## src/rtl/fpnew_noncomp_wb.sv

```systemverilog
// Writeback collector: formats non-comp FP results into Flen-wide register data, buffers 2 entries, keeps sticky fflags.
// Latency: 1 cycle from accepted input to out_valid_o; there is no same-cycle bypass.
// Backpressure: in_ready_o comes from the registered count only and drops when 2 entries are held.
module fpnew_noncomp_wb #(
    parameter int unsigned Width    = 32,  // source format width (FP32)
    parameter int unsigned Flen     = 64,  // destination register width, >= Width
    parameter int unsigned TagWidth = 4
) (
    input  logic                clk_i,
    input  logic                rst_ni,
    input  logic                in_valid_i,
    output logic                in_ready_o,
    input  logic [Width-1:0]    result_i,
    input  logic [4:0]          status_i,
    input  logic                extension_bit_i,
    input  logic [9:0]          class_mask_i,
    input  logic                is_class_i,
    input  logic [TagWidth-1:0] tag_i,
    input  logic                flush_i,
    output logic                out_valid_o,
    input  logic                out_ready_i,
    output logic [Flen-1:0]     wdata_o,
    output logic [4:0]          status_o,
    output logic [TagWidth-1:0] tag_o,
    output logic [4:0]          fflags_o,
    input  logic                clear_fflags_i,
    output logic [15:0]         retired_o
);

    logic [1:0]          count_q, count_d;
    logic                wptr_q, wptr_d;
    logic                rptr_q, rptr_d;
    logic [Flen-1:0]     wdata_mem_q  [2];
    logic [Flen-1:0]     wdata_mem_d  [2];
    logic [4:0]          status_mem_q [2];
    logic [4:0]          status_mem_d [2];
    logic [TagWidth-1:0] tag_mem_q    [2];
    logic [TagWidth-1:0] tag_mem_d    [2];
    logic [4:0]          fflags_q, fflags_d;
    logic [15:0]         retired_q, retired_d;

    logic                push;
    logic                pop;
    logic [Flen-1:0]     fmt_data;

    // Register value for the incoming result; the fill is only present when Flen is wider than the source
    generate
        if (Flen > Width) begin : g_fill
            always_comb begin
                fmt_data = is_class_i ? Flen'(class_mask_i)
                                      : {{(Flen-Width){extension_bit_i}}, result_i};
            end
        end else begin : g_nofill
            always_comb begin
                fmt_data = is_class_i ? Flen'(class_mask_i) : result_i;
            end
        end
    endgenerate

    // Handshake outputs, head entry view (zeroed when empty so reset/flush leave clean outputs)
    always_comb begin
        in_ready_o  = (count_q < 2'd2);
        out_valid_o = (count_q != 2'd0);
        wdata_o     = out_valid_o ? wdata_mem_q[rptr_q]  : '0;
        status_o    = out_valid_o ? status_mem_q[rptr_q] : '0;
        tag_o       = out_valid_o ? tag_mem_q[rptr_q]    : '0;
        fflags_o    = fflags_q;
        retired_o   = retired_q;
        push        = in_valid_i && in_ready_o;
        pop         = out_valid_o && out_ready_i;
    end

    // Next-state: FIFO storage, pointers, count, sticky flags and retire counter
    always_comb begin
        wdata_mem_d  = wdata_mem_q;
        status_mem_d = status_mem_q;
        tag_mem_d    = tag_mem_q;
        wptr_d       = wptr_q;
        rptr_d       = rptr_q;
        count_d      = count_q;

        if (flush_i) begin
            // Flush empties the buffer; a push in the same cycle is dropped
            wptr_d  = 1'b0;
            rptr_d  = 1'b0;
            count_d = 2'd0;
        end else begin
            if (push) begin
                wdata_mem_d[wptr_q]  = fmt_data;
                status_mem_d[wptr_q] = status_i;
                tag_mem_d[wptr_q]    = tag_i;
                wptr_d               = ~wptr_q;
            end
            if (pop) begin
                rptr_d = ~rptr_q;
            end
            case ({push, pop})
                2'b10:   count_d = count_q + 2'd1;
                2'b01:   count_d = count_q - 2'd1;
                default: count_d = count_q;
            endcase
        end

        // A pop still retires and contributes flags even during a flush
        fflags_d  = (clear_fflags_i ? 5'd0 : fflags_q) | (pop ? status_o : 5'd0);
        retired_d = retired_q + 16'(pop);
    end

    // State registers with synchronous active-low reset
    always_ff @(posedge clk_i) begin
        if (!rst_ni) begin
            count_q      <= 2'd0;
            wptr_q       <= 1'b0;
            rptr_q       <= 1'b0;
            wdata_mem_q  <= '{default: '0};
            status_mem_q <= '{default: '0};
            tag_mem_q    <= '{default: '0};
            fflags_q     <= 5'd0;
            retired_q    <= 16'd0;
        end else begin
            count_q      <= count_d;
            wptr_q       <= wptr_d;
            rptr_q       <= rptr_d;
            wdata_mem_q  <= wdata_mem_d;
            status_mem_q <= status_mem_d;
            tag_mem_q    <= tag_mem_d;
            fflags_q     <= fflags_d;
            retired_q    <= retired_d;
        end
    end

endmodule

```

## config.mk

```make
export PLATFORM = sky130hd
export DESIGN_NAME = fpnew_noncomp_wb
export DESIGN_NICKNAME = d
export VERILOG_FILES = /design/src/rtl/fpnew_noncomp_wb.sv
export SDC_FILE = /design/constraint.sdc
export NUM_CORES = 1
export LEC_CHECK = 0
export ABC_AREA = 1
export CAP_MARGIN = 20
export CORE_ASPECT_RATIO = 1.4
export CORE_MARGIN = 4
export CORE_UTILIZATION = 40
export CTS_CLUSTER_DIAMETER = 100
export DETAILED_ROUTE_END_ITERATION = 7
export PLACE_DENSITY = 0.8
export SYNTH_ARGS = -nofsm -noshare
export SYNTH_HDL_FRONTEND = slang
export SYNTH_SLANG_ARGS = --single-unit
```

## constraint.sdc

```tcl
create_clock -name clk_i -period 3.2 [get_ports clk_i]
set_input_delay 0.48 -clock clk_i [delete_from_list [all_inputs] [get_ports clk_i]]
set_output_delay 0.48 -clock clk_i [all_outputs]
set_load 0.02 [all_outputs]
```

==> metrics.yaml <==
drt:
  wl_um: 13400
  wl_met2_um: 6860
  wl_met3_um: 679
  via_per_inst: 4.92
  wl_met1_um: 5630
  first_pass_iters: 4
  drc: 0
  initialDrtViolationCount: 269
  ant_nets: 0
  top_layer: "met4"
  post_drt_wl_per_cell_um: 13.5
  vias: 4884
timing:
  fin_tns_setup_ps: 0
  finalSetupViolCount: 0
  slew_headroom: 0.507
  fmax_mhz: 362
  fin_skew_ps: 6.38
  post-route-min-period_ps: 2760
  worstMarginPinSlew_ps: 739
  finalCritPeriodShare: 0.863
  hold_viol: 0
  hold_slack_ps: 455
  rsz0062_at_grt: "false"
  slew_viol_final: 0
layout:
  area_growth_pct: 32.9
  layout-drive-gt1-share: 0.0498
  fillers: 1217
  diodes: 0
  final_area_mm2: 0.00672
  finish.utilization: 0.543
  fin_nets: 900
logic_synthesis:
  syn_inst: 738
  ys_ff_latch: 109
  ys.warnings.count: 0
  synth_top_flop_cell: "dfxtp_1"
  async_reset_ff_frac: 0
  synth_edf_count: 0
  yosysUniqueCellTypes: 31
  netlist_area_mm2: 0.00505
  yosysSeqAreaShare: 0.432
  synth.net_count: 800
  avgSynthCellArea_um2: 6.85
place:
  place_hpwl_um: 9040
  globalplace.congestion: 0.874
  post_dp_cell_area_mm2: 0.00643
  portBuffers: 154
clocking:
  tritoncts: "done"
  ctsHoldBuffers: 0
  cts_setup_buffers: 0
  cts.path.max_buffers: 2
  cts.htree.levels: 3
  post_cts_resized: 0
  cts_made_buffers: 9
  clock-sinks: 109
  cts.reportedPaths.clkPinSlew_ps: 70
  cts_root_buffer: "clkbuf_16"
  insertion_delay_ps: 350
critical_path:
  critPathMaxStageDelay_ps: 680
  worst_ep_arrival_time_ps: 2280
  required_ps: 2720
  cp_slowest_cell: "clkdlybuf4s50_1"
  crit_chain: "inv_1 -> nand2_1 -> inv_2 -> a21oi_2 -> buf_4 -> clkdlybuf4s50_1"
  worstSetupPathType: "reg -> out"
  crit_path_end_kind: "primary output"
  crit_fanout: 32
  regToRegSetupSlack_ps: 1080
  critPathLaunchType: "flip-flop"
die:
  core-area_mm2: 0.0124
  die_area_mm2: 0.0145
  ios: 155
  rows: 48
  floorplan.initialDensity: 0.408
  die_width_um: 103
  die_h_um: 141
pwr:
  power.total_w: 0.00288
  p_leak_nw: 2.57
  p_per_area_mw_per_mm2: 429
  ir_drop_v: 0.000320
grt:
  grt_pass1_wl_um: 21600
  grt-ovfl-total: 0
  antenna_found_initial: 0
  grtUsageTotal: 0.185
  grt_max_degree: 90
  grt_pass1_vias: 4432
run:
  drv_cap: 0
run_status:
  status: "finished, final reports clean"
worst_hold_path:
  hp-class: "reg -> reg"
[layer usage]
layer | vias to the layer above | global-route usage
met5 | - | 0
met4 | 0 | 0.0764
met3 | 22 | 0.0262
met2 | 137 | 0.318
met1 | 2200 | 0.229
li1 | 2525 | -
[final cells by class]
cell class	instances	area, um2	share of cell area
inverters	56	210	0.0313
well taps	150	188	0.0279
flip-flops and latches	109	2180	0.325
repair buffers	164	1610	0.240
multi-input cells	498	2230	0.333
clock inverters	6	48.8	0.00727
clock buffers	10	239	0.0356
[synth_stat cells, types with 2 or more instances]
cell type,count,area [um2]
a21oi_1,88,440
a21oi_2,3,26.3
buf_2,18,90.1
buf_4,32,240
clkbuf_1,20,75.1
clkbuf_2,4,20.0
dfxtp_1,109,2180
ha_1,3,37.5
inv_1,50,188
inv_2,5,18.8
nand2_1,143,537
nand3_1,5,25.0
nand4_1,2,12.5
nor2_1,136,510
nor3_1,3,15.0
o21ai_0,99,495
o21ai_1,3,15.0
xor2_1,2,17.5
[flip-flops by register name, indices dropped and copies added (netlist names)]
signal	cells
wdata_mem_q	66
retired_o	16
status_mem_q	10
tag_mem_q	8
fflags_o	5
count_q	2
rptr_q	1
wptr_q	1
[logic make-up (layout without fill, tap and decap cells)]
| family | Yosys count | after routing | share of synthesized area |
|---|---|---|---|
| AND/OR/NAND/NOR | 297 | 297 | 0.233 |
| AO/OA/AOI/OAI | 196 | 196 | 0.198 |
| buffers and inverters | 131 | 236 | 0.127 |
| flip-flops | 109 | 109 | 0.432 |
| adder cells (fa/ha/maj) | 3 | 3 | 0.00743 |
| XOR/XNOR | 2 | 2 | 0.00347 |
[worst max-delay path: cells and delay by family (launching register included)]
kind	cells	cell delay, ps
compound gates	1	190
simple gates	1	90
buf+inv	4	1280
flops	1	370
[per-stage QoR]
step                cells  setup WS (ps)
global route          993            274
detailed placement    977            659
CTS                   993            397
finish                993            438
global placement      977            708
floorplan             738           2.69
[placed cells by master (no fill, tap or decap), drive strengths merged, types with 7 or more instances in the layout]
| cell type | instances |
|---|---|
| nor2 | 137 |
| nand2 | 144 |
| buf | 11 |
| clkdlybuf4s50 | 153 |
| clkinv | 7 |
| inv | 55 |
| clkbuf | 10 |
| dfxtp | 109 |
| a21oi | 91 |
| o21ai | 102 |
[worst paths after layout]
check / to / depth (start not counted) / from
setup / recovery: wdata_o[40] / 6 / count_q[0]$_SDFFE_PP0P_
setup reg to reg: retired_o[12]$_SDFF_PN0_ / 11 / count_q[0]$_SDFFE_PP0P_
hold reg to reg: wdata_mem_q[4]$_SDFFE_PN0P_ / 2 / wdata_mem_q[4]$_SDFFE_PN0P_
hold / removal: wdata_mem_q[4]$_SDFFE_PN0P_ / 2 / wdata_mem_q[4]$_SDFFE_PN0P_
[power by group]
group | total (W) | switching (W) | internal [W]
Combinational | 0.000379 | 0.000212 | 0.000167
Sequential | 0.00144 | 0.0000259 | 0.00141
Clock | 0.00107 | 0.000511 | 0.000555
Total | 0.00288 | 0.000748 | 0.00213
No activity file was read; power rests on OpenSTA's default activity.
